===== config.mk =====
export PLATFORM = sky130hd
export DESIGN_NAME = multi_cycle_control_unit
export DESIGN_NICKNAME = d
export VERILOG_FILES = /design/src/rtl/multi_cycle_control_unit.sv
export SDC_FILE = /design/constraint.sdc
export NUM_CORES = 1
export LEC_CHECK = 0
export ABC_AREA = 1
export BUFFER_PORTS_ARGS = -buffer_cell sky130_fd_sc_hd__buf_2
export CELL_PAD_IN_SITES_DETAIL_PLACEMENT = 0
export CELL_PAD_IN_SITES_GLOBAL_PLACEMENT = 1
export CORE_MARGIN = 1
export CORE_UTILIZATION = 32
export DETAILED_ROUTE_END_ITERATION = 6
export PLACE_DENSITY = 0.85
export SLEW_MARGIN = 20
export SYNTH_ARGS = -nofsm -noshare
export SYNTH_HDL_FRONTEND = slang
export SYNTH_SLANG_ARGS = --single-unit
export TNS_END_PERCENT = 10

===== constraint.sdc =====
create_clock -name CLK -period 1.7 [get_ports CLK]
set_input_delay 0.17 -clock CLK [delete_from_list [all_inputs] [get_ports CLK]]
set_output_delay 0.17 -clock CLK [all_outputs]
set_load 0.02 [all_outputs]

===== src/rtl/multi_cycle_control_unit.sv =====
// Multi-cycle CPU control FSM: IF/ID/EXE/MEM/WB sequencing with mem_ready handshake and timeout-to-HALT.
// Optional `MC_PERF_CNT_EN adds cyc_cnt/instret_cnt performance counters.
module multi_cycle_control_unit #(
  parameter int OP_W        = 6,
  parameter int FUNC_W      = 6,
  parameter int MEM_TIMEOUT = 16
`ifdef MC_PERF_CNT_EN
  , parameter int CNT_W     = 32
`endif
) (
  input  logic              CLK,
  input  logic              RST,
  input  logic [OP_W-1:0]   OP,
  input  logic [FUNC_W-1:0] func,
  input  logic              zero,
  input  logic              sign,
  input  logic              mem_ready,
  output logic              PCWre,
  output logic              IRWre,
  output logic              InsMemRW,
  output logic              ALUSrcA,
  output logic              ALUSrcB,
  output logic              DBDataSrc,
  output logic              RegDst,
  output logic              ExtSel,
  output logic              RegWre,
  output logic              mRD,
  output logic              mWR,
  output logic [2:0]        ALUOp,
  output logic [1:0]        PCSrc,
  output logic [2:0]        state,
`ifdef MC_PERF_CNT_EN
  output logic [CNT_W-1:0]  cyc_cnt,
  output logic [CNT_W-1:0]  instret_cnt,
`endif
  output logic              err
);

  typedef enum logic [2:0] {
    S_IF = 3'b000, S_ID = 3'b001, S_EXE = 3'b010, S_MEM = 3'b011, S_WB = 3'b100, S_HALT = 3'b101
  } state_t;

  localparam logic [OP_W-1:0] OPC_R     = OP_W'(6'b000000);
  localparam logic [OP_W-1:0] OPC_ADDIU = OP_W'(6'b001001);
  localparam logic [OP_W-1:0] OPC_ANDI  = OP_W'(6'b001100);
  localparam logic [OP_W-1:0] OPC_ORI   = OP_W'(6'b001101);
  localparam logic [OP_W-1:0] OPC_SLTI  = OP_W'(6'b001010);
  localparam logic [OP_W-1:0] OPC_LW    = OP_W'(6'b100011);
  localparam logic [OP_W-1:0] OPC_SW    = OP_W'(6'b101011);
  localparam logic [OP_W-1:0] OPC_BEQ   = OP_W'(6'b000100);
  localparam logic [OP_W-1:0] OPC_BNE   = OP_W'(6'b000101);
  localparam logic [OP_W-1:0] OPC_BLTZ  = OP_W'(6'b000001);
  localparam logic [OP_W-1:0] OPC_J     = OP_W'(6'b000010);
  localparam logic [OP_W-1:0] OPC_HALT  = OP_W'(6'b111111);

  localparam logic [FUNC_W-1:0] F_ADD = FUNC_W'(6'b100000);
  localparam logic [FUNC_W-1:0] F_SUB = FUNC_W'(6'b100010);
  localparam logic [FUNC_W-1:0] F_AND = FUNC_W'(6'b100100);
  localparam logic [FUNC_W-1:0] F_OR  = FUNC_W'(6'b100101);
  localparam logic [FUNC_W-1:0] F_SLT = FUNC_W'(6'b101010);
  localparam logic [FUNC_W-1:0] F_SLL = FUNC_W'(6'b000000);

  // Wide enough to hold MEM_TIMEOUT-1; a limit of 0 disables the timeout entirely.
  localparam int WAIT_W = $clog2(MEM_TIMEOUT + 1) + 1;
  localparam logic [WAIT_W-1:0] WAIT_LIM = (MEM_TIMEOUT == 0) ? '0 : WAIT_W'(MEM_TIMEOUT - 1);

  state_t            state_q, state_d;
  logic [WAIT_W-1:0] wait_q, wait_d;
  logic              err_q, err_d;

  logic is_r, is_imm, is_lw, is_sw, is_br, is_j, is_halt, known, taken, waiting, timeout;
  logic alu_src_a, alu_src_b, db_src, reg_dst, ext_sel;
  logic [2:0] alu_op;

  always_comb begin
    is_r = 1'b0; is_imm = 1'b0; is_lw = 1'b0; is_sw = 1'b0;
    is_br = 1'b0; is_j = 1'b0; is_halt = 1'b0; taken = 1'b0;
    alu_src_a = 1'b0; alu_src_b = 1'b0; db_src = 1'b0; reg_dst = 1'b0; ext_sel = 1'b0;
    alu_op = 3'b000;
    case (OP)
      OPC_R: begin
        is_r = 1'b1; reg_dst = 1'b1;
        case (func)
          F_ADD:   alu_op = 3'b000;
          F_SUB:   alu_op = 3'b001;
          F_SLL:   begin alu_op = 3'b010; alu_src_a = 1'b1; end
          F_OR:    alu_op = 3'b011;
          F_AND:   alu_op = 3'b100;
          F_SLT:   alu_op = 3'b110;
          default: alu_op = 3'b000;
        endcase
      end
      OPC_ADDIU: begin is_imm = 1'b1; alu_src_b = 1'b1; ext_sel = 1'b1; end
      OPC_ANDI:  begin is_imm = 1'b1; alu_src_b = 1'b1; alu_op = 3'b100; end
      OPC_ORI:   begin is_imm = 1'b1; alu_src_b = 1'b1; alu_op = 3'b011; end
      OPC_SLTI:  begin is_imm = 1'b1; alu_src_b = 1'b1; ext_sel = 1'b1; alu_op = 3'b110; end
      OPC_LW:    begin is_lw = 1'b1; alu_src_b = 1'b1; db_src = 1'b1; ext_sel = 1'b1; end
      OPC_SW:    begin is_sw = 1'b1; alu_src_b = 1'b1; ext_sel = 1'b1; end
      OPC_BEQ:   begin is_br = 1'b1; ext_sel = 1'b1; alu_op = 3'b001; taken = zero; end
      OPC_BNE:   begin is_br = 1'b1; ext_sel = 1'b1; alu_op = 3'b001; taken = ~zero; end
      OPC_BLTZ:  begin is_br = 1'b1; ext_sel = 1'b1; alu_op = 3'b001; taken = sign; end
      OPC_J:     is_j = 1'b1;
      OPC_HALT:  is_halt = 1'b1;
      default:   ;
    endcase
    known = is_r | is_imm | is_lw | is_sw | is_br | is_j | is_halt;
  end

  assign timeout = (MEM_TIMEOUT != 0) && (wait_q == WAIT_LIM);

  always_comb begin
    state_d = state_q; wait_d = '0; err_d = err_q; waiting = 1'b0;
    PCWre = 1'b0; IRWre = 1'b0; InsMemRW = 1'b0; RegWre = 1'b0;
    mRD = 1'b0; mWR = 1'b0; PCSrc = 2'b00;
    ALUSrcA = alu_src_a; ALUSrcB = alu_src_b; DBDataSrc = db_src;
    RegDst = reg_dst; ExtSel = ext_sel; ALUOp = alu_op;
    state = state_q; err = err_q;
    case (state_q)
      S_IF: begin
        InsMemRW = 1'b1;
        if (mem_ready) begin IRWre = 1'b1; state_d = S_ID; end
        else waiting = 1'b1;
      end
      S_ID: begin
        if (is_j)          begin PCWre = 1'b1; PCSrc = 2'b10; state_d = S_IF; end
        else if (is_halt)  state_d = S_HALT;
        else if (!known)   begin PCWre = 1'b1; state_d = S_IF; end
        else               state_d = S_EXE;
      end
      S_EXE: begin
        if (is_br)              begin PCWre = 1'b1; PCSrc = taken ? 2'b01 : 2'b00; state_d = S_IF; end
        else if (is_lw | is_sw) state_d = S_MEM;
        else                    state_d = S_WB;
      end
      S_MEM: begin
        mRD = is_lw; mWR = is_sw;
        if (mem_ready) begin
          if (is_lw) state_d = S_WB;
          else begin PCWre = 1'b1; state_d = S_IF; end
        end else waiting = 1'b1;
      end
      S_WB: begin RegWre = 1'b1; PCWre = 1'b1; state_d = S_IF; end
      S_HALT: ;
      default: state_d = S_IF;
    endcase
    // A ready arriving on the limit cycle is not waiting, so it never trips the timeout.
    if (waiting) begin
      if (timeout) begin state_d = S_HALT; err_d = 1'b1; end
      else wait_d = wait_q + 1'b1;
    end
    if (RST) begin
      state_d = S_IF; wait_d = '0; err_d = 1'b0;
      PCWre = 1'b0; IRWre = 1'b0; InsMemRW = 1'b0; RegWre = 1'b0; mRD = 1'b0; mWR = 1'b0;
      PCSrc = 2'b00; ALUSrcA = 1'b0; ALUSrcB = 1'b0; DBDataSrc = 1'b0; RegDst = 1'b0;
      ExtSel = 1'b0; ALUOp = 3'b000; state = S_IF; err = 1'b0;
    end
  end

  always_ff @(posedge CLK) begin
    if (RST) begin
      state_q <= S_IF;
      wait_q  <= '0;
      err_q   <= 1'b0;
    end else begin
      state_q <= state_d;
      wait_q  <= wait_d;
      err_q   <= err_d;
    end
  end

`ifdef MC_PERF_CNT_EN
  logic [CNT_W-1:0] cyc_q, cyc_d, instret_q, instret_d;

  always_comb begin
    cyc_d     = cyc_q + ((state_q != S_HALT) ? CNT_W'(1) : CNT_W'(0));
    instret_d = instret_q + (PCWre ? CNT_W'(1) : CNT_W'(0));
  end

  always_ff @(posedge CLK) begin
    if (RST) begin
      cyc_q     <= '0;
      instret_q <= '0;
    end else begin
      cyc_q     <= cyc_d;
      instret_q <= instret_d;
    end
  end

  assign cyc_cnt     = RST ? '0 : cyc_q;
  assign instret_cnt = RST ? '0 : instret_q;
`endif

endmodule


Word level (Yosys, flattened, before mapping):

Index checks and enable logic that the tools add are counted.

* reductions and logical operators: 10
* bitwise logic cells: 9
* $add $sub $neg: 1
* mux-type cells: 59
* eq/ne operators: 21

Operators with widths (count)
* case mux 3 bit (5 select lines): 3
* == test 6 bit (second input constant): 7
* two-way mux 1 bit: 39
* two-way mux 3 bit: 11
* == test 6 x 4 -> 1 bit (second input constant): 5
* == test 6 x 3 -> 1 bit (second input constant): 2
* logical NOT 6 bit: 2
* bitwise OR 1 bit: 7
* OR reduction 7 bit: 1
* adder 6 x 1 -> 6 bit (second input constant): 1
* == test 3 x 2 -> 1 bit (second input constant): 2
* == test 3 bit (second input constant): 2
* == test 6 x 1 -> 1 bit (second input constant): 1
* == test 6 x 2 -> 1 bit (second input constant): 1
* two-way mux 2 bit: 3
* OR reduction 3 bit: 2
* OR reduction 6 bit: 1
* case mux 1 bit (4 select lines): 1
* case mux 2 bit (2 select lines): 1
* OR reduction 4 bit: 1
* == test 3 x 1 -> 1 bit (second input constant): 1
* logical NOT 3 bit: 1
* case mux 1 bit (3 select lines): 1
* inverter 1 bit: 2
* 2 further kinds: 2

* output and inout bits: 20
* input port bits: 17
* bits in registers: 10
* word-level logic and storage cells: 103

Logic depth before layout (Yosys ltp):

Gate-level depths: netlist (run 1).

* word-level depth: 15
* depth in mapped cells: 10
* depth with buffers taken out: 10

Least setup slack after synthesis (run 1):

OpenSTA, ideal clock, no wires.

* kind: reg-to-output
* start: register state_q[0]
* end: output port PCWre
* arrival: 1.134 ns
* buffers on the path: 0
* cell stages (with the launch flop): 6
* data required time: 1.530 ns
* slack: 0.396 ns
* path through: dfxtp_1 > nand2_1 > nor2_2 > nand2_1 > nand3b_1 > a21oi_2

* word-level cells in the longest chain between the ends: 3
* elaborated cells between the ends (all ways): 6
* classes of those cells: 4 x eq/ne; 2 x mux

Ends and longest elaborated chain
* start, declared: RTL line 67 `state_t state_q, state_d;`
* start signal, assigned: RTL line 165 `state_q <= state_d;`
* == test 3 bit, or another cell as far along: RTL line 118 `case (state_q)`
* case mux 1 bit (4 select lines) (*): RTL line 118
* two-way mux 1 bit (*): RTL line 151 `if (RST) begin`
* end, declared: RTL line 18 `output logic PCWre,`

Mark *: on every way between the ends. The rest lies on a longest branch, timed or not.

Worst setup path in the final report (run 1):

* start: register state_q[1]
* end: output port PCWre

The elaborated chain is that of the path after synthesis.

==> flow_summary.json, run 1 <==
{
  "grt_antenna_before_repair": 0,
  "nets": 237,
  "ir_drop_v": 0.000151,
  "hold_violations": 0,
  "ys_warn_count": 0,
  "path_max_fanout": 4,
  "fin_crit_ps": 1590,
  "fin_setup_tns_ps": 0,
  "wl_per_cell_um": 9.45,
  "postSynthCellCount": 179,
  "powerDensity_nw_per_um2": 423,
  "min_period_over_period_pct": 93.4,
  "hp-class": "input port to flip-flop",
  "num_rows": 20,
  "synth_area_sq_um": 1020,
  "async_flop_share_pct": 0,
  "cap_violations": 0,
  "dieHeight_um": 58.5,
  "clk_latency_ps": 260,
  "ctsLongestPathBuffers": 2,
  "dp_hpwl_um": 2090,
  "antenna_cells": 0,
  "setup_viol": 0,
  "startpoint_type": "flip-flop",
  "place_inst": 258,
  "drt-initial-drc-count": 40,
  "rsz0062_at_grt": "no",
  "coreArea_sq_um": 3030,
  "cts_max_level": 1,
  "ys_types": 28,
  "critPathRequiredTime_ps": 1530,
  "synth_most_common_cell": "nand2_1",
  "criticalPathCategory": "flip-flop to output pin",
  "use_met2_pct": 23.6,
  "cts_root_buffer": "clkbuf_4",
  "synthFlopType": "dfxtp_1",
  "grt_pass1_vias": 1029,
  "ant_nets": 0,
  "die_w_um": 58.5,
  "numClockSinks": 10,
  "finalWirelength_um": 2470,
  "grt_usage_pct": 15.7,
  "synth.top_cell.area_share_pct": 19.6,
  "layout.cells.non_filler": 261,
  "cts_tree": "built",
  "status": "finished, final reports clean",
  "slew_violations": 0,
  "syn_area_per_cell_sq_um": 5.70,
  "grt_max_degree": 22,
  "vias": 1145,
  "drc": 0,
  "via_per_inst": 4.39,
  "worstSetupEndpointType": "output pin",
  "grt_use_met1_pct": 22.2,
  "initial_core_util_pct": 33.7,
  "fin_skew_ps": 2.11,
  "totalPowerFinal_uw": 551,
  "grt_overflow_total": 0,
  "arrival_ps": 1420,
  "grtUsageMet3_pct": 4.62,
  "worstPathCellList": "inv_4, nand2_2, nor2_4, nand2_1, nand3b_1, a21oi_2, buf_6",
  "synth_top_area_cell": "dfxtp_1",
  "port_buffers": 36,
  "numCtsBuffers": 3,
  "max_freq_mhz": 630,
  "die_area_sq_um": 3420,
  "grt_pass1_wl_um": 4220,
  "cp_slowest_stage_delay_ps": 370,
  "timing.rr.start": "wait_q[0]",
  "yosysSeqAreaShare_pct": 19.6,
  "place.gp.congestion": 0.778,
  "ctsHoldBuffers": 0,
  "grt_most_used_layer": "met2",
  "p_leak_uw": 0.000702,
  "slowest_stage": "dfxtp_4",
  "crit_start": "state_q[1]",
  "synthToLayoutAreaGrowth_pct": 27.9,
  "layout-drive-gt1-share_pct": 30.0,
  "cts_setup_buffers": 0,
  "min_from": "mem_ready",
  "ioPinCount": 37,
  "first_pass_iters": 4,
  "timing.slew.headroom_pct": 74.6,
  "clk_pin_slew_ps": 60,
  "synth-edff-count": 0,
  "ys_seq_elements": 10,
  "synthTopCellsByArea": "dfxtp_1, nand2_1, nor2_1",
  "tightest_slew_ps": 382,
  "syn-num-nets": 197,
  "synthTopCellsByCount": "nand2_1, nor2_1, inv_1",
  "hold_ws_ps": 275
}
## per-layer routing
layer | wire [um] | share of wire, %
met5 | 0 | 0
met4 | 0 | 0
met3 | 128 | 5.2
met2 | 1050 | 43
met1 | 1290 | 52
## path summary, 6_finish.rpt
check	endpoint	slack [ps]	cells past startpoint
worst max-delay path	PCWre	110	7
worst min-delay path	state_q[1]	270	4
worst max register to register	err_q	330	8
worst min register to register	wait_q[0]	450	1
## cells by family after synthesis
family / synth area share [%]
simple gates: 56.2
fa+ha+maj: 1.23
buf+inv: 12.3
compound gates: 9.82
xor+xnor: 0.859
flops: 19.6
## sequential cells by signal, indices dropped and copies added, names as in the netlist
signal	count
err_q	1
wait_q	6
state_q	3
## layout make-up
class,count,area (sq um)
fill,345,1720
multi-input combinational,136,702
sequential,10,209
timing repair buffer,37,194
inverter,31,121
tap,44,55.1
clock buffer,3,22.5
## report_power, final
part           switching [uW]  internal [uW]  leakage, uW
combinational            95.6           52.4     0.000605
sequential               6.94            238    0.0000830
clock                    76.7           81.6    0.0000138
total                     179            372     0.000702
## cell usage in the layout (no fill, tap or decap)
cell type | netlist | final
nand2_1 | 43 | 42
buf_2 | 1 | 35
nor2_1 | 33 | 33
inv_1 | 29 | 28
nand3_1 | 19 | 19
dfxtp_1 | 10 | 7
nor3_1 | 6 | 6
nor2_2 | 7 | 6
a21oi_1 | 4 | 4
nand3b_1 | 3 | 3
o21ai_0 | 3 | 3
clkbuf_4 | 0 | 3
nand3_2 | 2 | 2
inv_4 | 0 | 2
nand2_2 | 1 | 2
nand3_4 | 2 | 2
a21oi_2 | 2 | 2
dfxtp_4 | 0 | 2
inv_2 | 2 | 1
o21a_1 | 1 | 1
and3_1 | 1 | 1
nor2_4 | 0 | 1
a31oi_1 | 1 | 1
a41oi_1 | 1 | 1
a21oi_4 | 1 | 1
xor2_1 | 1 | 1
nor3b_2 | 1 | 1
nor3_2 | 1 | 1
o21ai_2 | 1 | 1
nand4_1 | 1 | 1
ha_1 | 1 | 1
buf_6 | 0 | 1
buf_4 | 0 | 1
dfxtp_2 | 0 | 1
## per-stage QoR
stage                     instance area (sq um)  worst slack, ps  util, %
after floorplan                            1020              396        -
after global placement                     1250              193     41.4
after detailed placement                   1250              207     41.4
after CTS                                  1280             21.8     42.2
after global routing                       1300             16.6     43.1
final                                      1300              113     43.1
## repair_timing
action | 4_1_cts | 5_1_grt
gates resized for setup | 2 | 10
pin swaps | 0 | 3
setup endpoints to repair | 1 | 1
## worst max-delay path: cells and delay by family, from the launching register on
| kind | cells | cell delay [ps] |
|---|---|---|
| AOI/OAI and AO/OA | 1 | 160 |
| and+or+nand+nor | 4 | 420 |
| buffers and inverters | 2 | 190 |
| DFF | 1 | 370 |
Note: power is estimated with default switching activity, not from simulation.
==> run 2, diff against run 1 <==
--- a/config.mk
+++ b/config.mk
@@ -10,9 +10,9 @@
 export CELL_PAD_IN_SITES_DETAIL_PLACEMENT = 0
 export CELL_PAD_IN_SITES_GLOBAL_PLACEMENT = 1
 export CORE_MARGIN = 1
-export CORE_UTILIZATION = 32
+export CORE_UTILIZATION = 29
 export DETAILED_ROUTE_END_ITERATION = 6
-export PLACE_DENSITY = 0.85
+export PLACE_DENSITY = 0.82
 export SLEW_MARGIN = 20
 export SYNTH_ARGS = -nofsm -noshare
 export SYNTH_HDL_FRONTEND = slang
==> constraint.sdc (replaced) <==
create_clock -name CLK -period 1.4 [get_ports CLK]
set_input_delay 0.14 -clock CLK [delete_from_list [all_inputs] [get_ports CLK]]
set_output_delay 0.14 -clock CLK [all_outputs]
set_load 0.02 [all_outputs]
==> flow_summary.json, run 2 (same netlist as run 1, synthesis figures left out) <==
{
  "clk_latency_ps": 260,
  "worst_slack_ps": -124,
  "clk_pin_slew_ps": 70,
  "layout.cells.non_filler": 276,
  "coreArea_sq_um": 3360,
  "grt_pass1_vias": 998,
  "fin_setup_tns_ps": -456,
  "place_inst": 267,
  "worstPathCellList": "buf_6, nand3_4, nor2_2, nand2_1, nand3_2, nor2_2, a21oi_2, buf_4",
  "drc": 0,
  "setup_viol": 7,
  "top_regs": "wait_q x6, state_q x3, err_q x1",
  "ctsLongestPathBuffers": 2,
  "die_area_sq_um": 3760,
  "rsz0062_at_grt": "yes",
  "fin_crit_ps": 1520,
  "min_period_over_period_pct": 109,
  "wl_per_cell_um": 9.62,
  "path_max_fanout": 4,
  "port_buffers": 36,
  "ir_drop_v": 0.000199,
  "layout-drive-gt1-share_pct": 40.0,
  "vias": 1184,
  "via_per_inst": 4.29,
  "die_w_um": 61.3,
  "max_freq_mhz": 656,
  "fin_skew_ps": 2.35,
  "cts_tree": "built",
  "register_area_sq_um": 211,
  "hp-class": "input port to flip-flop",
  "dieHeight_um": 61.3,
  "numClockSinks": 10,
  "fillers": 411,
  "tightest_slew_ps": 265,
  "cap_violations": 0,
  "num_rows": 21,
  "place.gp.congestion": 0.832,
  "antenna_cells": 0,
  "timing.rr.start": "wait_q[0]",
  "numCtsBuffers": 3,
  "multi_input_area_sq_um": 749,
  "cts_root_buffer": "clkbuf_4",
  "nets": 249,
  "drt-initial-drc-count": 21,
  "ioPinCount": 37,
  "top_register": "wait_q",
  "critPathRequiredTime_ps": 1260,
  "criticalPathCategory": "flip-flop to output pin",
  "synthToLayoutAreaGrowth_pct": 44.8,
  "hold_violations": 0,
  "ctsHoldBuffers": 0,
  "grt_max_degree": 15,
  "arrival_ps": 1380,
  "slowest_stage": "dfxtp_4",
  "timing.slew.headroom_pct": 82.3,
  "grt_usage_pct": 14.1,
  "finalWirelength_um": 2650,
  "layout_common_cells": "nand2_1, buf_2, nor2_1",
  "post-route-util_pct": 43.9,
  "first_pass_iters": 4,
  "violations": "negative setup slack",
  "grt_overflow_total": 0,
  "status": "complete, but fails checks",
  "grt_pass1_wl_um": 4080,
  "slew_violations": 0,
  "crit_start": "state_q[1]",
  "post-place-ws_ps": -47.9,
  "startpoint_type": "flip-flop",
  "worstSetupEndpointType": "output pin",
  "largest_reg_flops": 6,
  "cts_max_level": 1,
  "ant_nets": 0,
  "cp_top_family": "simple AND/OR/NAND/NOR gates",
  "final_common_cell": "nand2_1",
  "cp_common_cell": "nor2_2",
  "p_leak_uw": 0.000773,
  "totalPowerFinal_uw": 760,
  "cp_slowest_stage_delay_ps": 370,
  "min_from": "mem_ready",
  "initial_core_util_pct": 30.3,
  "dp_hpwl_um": 2140,
  "powerDensity_nw_per_um2": 515,
  "grt_antenna_before_repair": 0,
  "crit_buf_inv": 2
}
-- run 2: cell count changes in the layout (fill, tap and decap cells not counted), moves of 3 or more --
cell	delta
nor2_1	-5
nand2_2	+3
nand2_1	-3
buf_4	+17
nor2_4	+3
buf_2	-6
-- run 2: per-layer routing --
metal  GRT usage (%)  part of all wire (%)  vias up
li1                -                     -      669
met4            2.92                     0        0
met5               0                     0        -
met3            2.10                   3.5        0
met1            19.9                    52      494
met2            22.8                    45       21
-- run 2: path summary, 6_finish.rpt --
kind,slack [ps],to,cells past startpoint
max,-120,PCWre,8
min reg2reg,420,wait_q[0],1
max reg2reg,120,err_q,8
min,250,state_q[1],4
-- run 2: worst min-delay path, cell delays in order --
cell and delay, ps:
buf_2 150, o21ai_2 80, inv_1 60, a21oi_2 50
-- run 2: cell type report --
class	instances	area share, %
flip-flops and latches	10	14.3
well taps	46	3.90
repair buffers	49	20.5
inverters	31	8.05
clock buffers	4	2.46
multi-input cells	136	50.8
-- run 2: timing repair --
action,4_1_cts,5_1_grt
setup buffers,4,1
gates resized for setup,13,22
endpoints found under the hold margin,0,0
endpoints found under the setup margin,8,14
pin swaps,3,9
-- run 2: power by group --
part / internal, uW / switching, uW
Combinational: 81.1 / 127
Sequential: 289 / 8.00
Clock: 158 / 97.8
-- run 2: stage by stage --
step	hold WS, ps	cell area [sq um]
CTS	255	1410
detailed placement	435	1310
global placement	430	1310
global route	272	1480
floorplan	316	1020
finish	255	1480
==> run 3, diff against run 2 <==
--- a/config.mk
+++ b/config.mk
@@ -6,7 +6,7 @@
 export NUM_CORES = 1
 export LEC_CHECK = 0
 export ABC_AREA = 1
-export BUFFER_PORTS_ARGS = -buffer_cell sky130_fd_sc_hd__buf_2
+export BUFFER_PORTS_ARGS = -buffer_cell sky130_fd_sc_hd__buf_4
 export CELL_PAD_IN_SITES_DETAIL_PLACEMENT = 0
 export CELL_PAD_IN_SITES_GLOBAL_PLACEMENT = 1
 export CORE_MARGIN = 1
==> flow_summary.json, run 3 (same netlist as run 1, synthesis figures left out) <==
{
  "port_buffers": 36,
  "min_period_over_period_pct": 110,
  "worstSetupEndpointType": "output pin",
  "drc": 0,
  "num_rows": 21,
  "max_freq_mhz": 650,
  "ioPinCount": 37,
  "grt_pass1_wl_um": 4190,
  "coreArea_sq_um": 3360,
  "grt_pass1_vias": 1037,
  "layout_common_cells": "buf_4, nand2_1, nor2_1",
  "r2r_slack_ps": 100,
  "ctsLongestPathBuffers": 2,
  "top_register": "wait_q",
  "drt-initial-drc-count": 38,
  "dpl_cell_area_sq_um": 1410,
  "setup_viol": 5,
  "grt_antenna_before_repair": 0,
  "reg2reg_depth": 6,
  "grt_overflow_total": 0,
  "final_common_cell": "buf_4",
  "ant_nets": 0,
  "critPathRequiredTime_ps": 1260,
  "min_from": "mem_ready",
  "cts_root_buffer": "clkbuf_4",
  "via_per_inst": 4.35,
  "hold_path_end": "state_q[1]",
  "p_leak_uw": 0.000785,
  "cts_tree": "built",
  "antenna_cells": 0,
  "place.gp.congestion": 0.849,
  "fin_area_sq_um": 1530,
  "wl_per_cell_um": 9.57,
  "hold-path-cell-count": 4,
  "clk_pin_slew_ps": 60,
  "path_max_fanout": 4,
  "synthToLayoutAreaGrowth_pct": 50.3,
  "arrival_ps": 1400,
  "slowest_stage": "dfxtp_1",
  "worstPathCellList": "buf_4, nor2_4, nand2_1, nand3b_1, a21oi_2, buf_4",
  "slew_violations": 0,
  "rsz0062_at_grt": "yes",
  "startpoint_type": "flip-flop",
  "worst_slack_ps": -137,
  "status": "complete, but fails checks",
  "grt_max_degree": 22,
  "rr_endpoint": "wait_q[3]",
  "numClockSinks": 10,
  "ctsHoldBuffers": 0,
  "powerDensity_nw_per_um2": 502,
  "cap_violations": 0,
  "timing.slew.headroom_pct": 83.3,
  "die_area_sq_um": 3760,
  "cts_max_level": 1,
  "tightest_slew_ps": 248,
  "violations": "negative setup slack",
  "top_regs": "wait_q x6, state_q x3, err_q x1",
  "fin_skew_ps": 2.35,
  "hold_violations": 0,
  "fin_crit_ps": 1540,
  "numCtsBuffers": 3,
  "nets": 249,
  "cp_slowest_stage_delay_ps": 320,
  "vias": 1200,
  "cp_common_cell": "buf_4",
  "layout-drive-gt1-share_pct": 37.4,
  "timing.rr.start": "state_q[1]",
  "dp_hpwl_um": 2150,
  "post-route-util_pct": 45.6,
  "finalWirelength_um": 2640,
  "first_pass_iters": 4,
  "grt_usage_pct": 14.7,
  "dieHeight_um": 61.3,
  "hp-class": "input port to flip-flop",
  "criticalPathCategory": "flip-flop to output pin",
  "initial_core_util_pct": 30.3,
  "ir_drop_v": 0.000211,
  "die_w_um": 61.3,
  "clk_latency_ps": 260,
  "largest_reg_flops": 6
}
==> run 3: cell counts in the layout (fill, tap and decap cells not counted) <==
Identical to the previous run, type by type.
==> run 3: layout make-up <==
type | instances | area [sq um]
clock buffer | 4 | 36.3
fill | 389 | 1830
inverter | 31 | 119
multi-input combinational | 136 | 739
sequential | 10 | 209
tap | 46 | 57.6
timing repair buffer | 49 | 372
==> run 3: per-layer routing <==
| layer | global-route usage [%] | vias up | share of wire [%] |
|---|---|---|---|
| li1 | - | 663 | - |
| met1 | 20.0 | 513 | 50 |
| met2 | 24.7 | 24 | 46 |
| met3 | 3.15 | 0 | 4.1 |
| met4 | 0.974 | 0 | 0 |
| met5 | 0 | - | 0 |
==> run 3: power by group <==
part	total, uW	switching [uW]	leakage [uW]	internal (uW)
clock	256	98.2	0.0000210	158
combinational	216	124	0.000681	92.6
sequential	297	8.61	0.0000828	289
==> run 3: worst max-delay path by stage <==
stage          startpoint  slack [ps]     to
6_report       state_q[2]        -140  PCWre
5_1_grt        state_q[1]        -200  PCWre
3_5_place_dp   state_q[0]         0.1  PCWre
3_3_place_gp   state_q[0]         -10  PCWre
4_1_cts        state_q[1]        -170  PCWre
2_1_floorplan  state_q[0]         130  PCWre
==> run 3: repair_timing <==
| item | CTS | global route |
|---|---|---|
| endpoints found under the setup margin | 5 | 11 |
| gates resized for setup | 9 | 12 |
| buffers inserted | 3 | 0 |
| pin swaps | 3 | 6 |
==> run 3: critical path: cells and delay by family (launching register included) <==
| family | cells | cell delay, ps |
|---|---|---|
| AOI/OAI and AO/OA | 1 | 140 |
| and+or+nand+nor | 3 | 370 |
| buffers and inverters | 2 | 300 |
| DFF | 1 | 320 |
==> run 3: stage by stage <==
step / cells / hold WS (ps) / TNS (ps) / worst slack [ps] / total power [uW]
floorplan: 179 / 316 / 0 / 126 / 416
global placement: 269 / 434 / -10.5 / -10.5 / 509
detailed placement: 269 / 448 / 0 / 0.136 / 509
CTS: 276 / 197 / -487 / -167 / 774
global route: 276 / 218 / -907 / -202 / 821
finish: 276 / 198 / -450 / -137 / 770
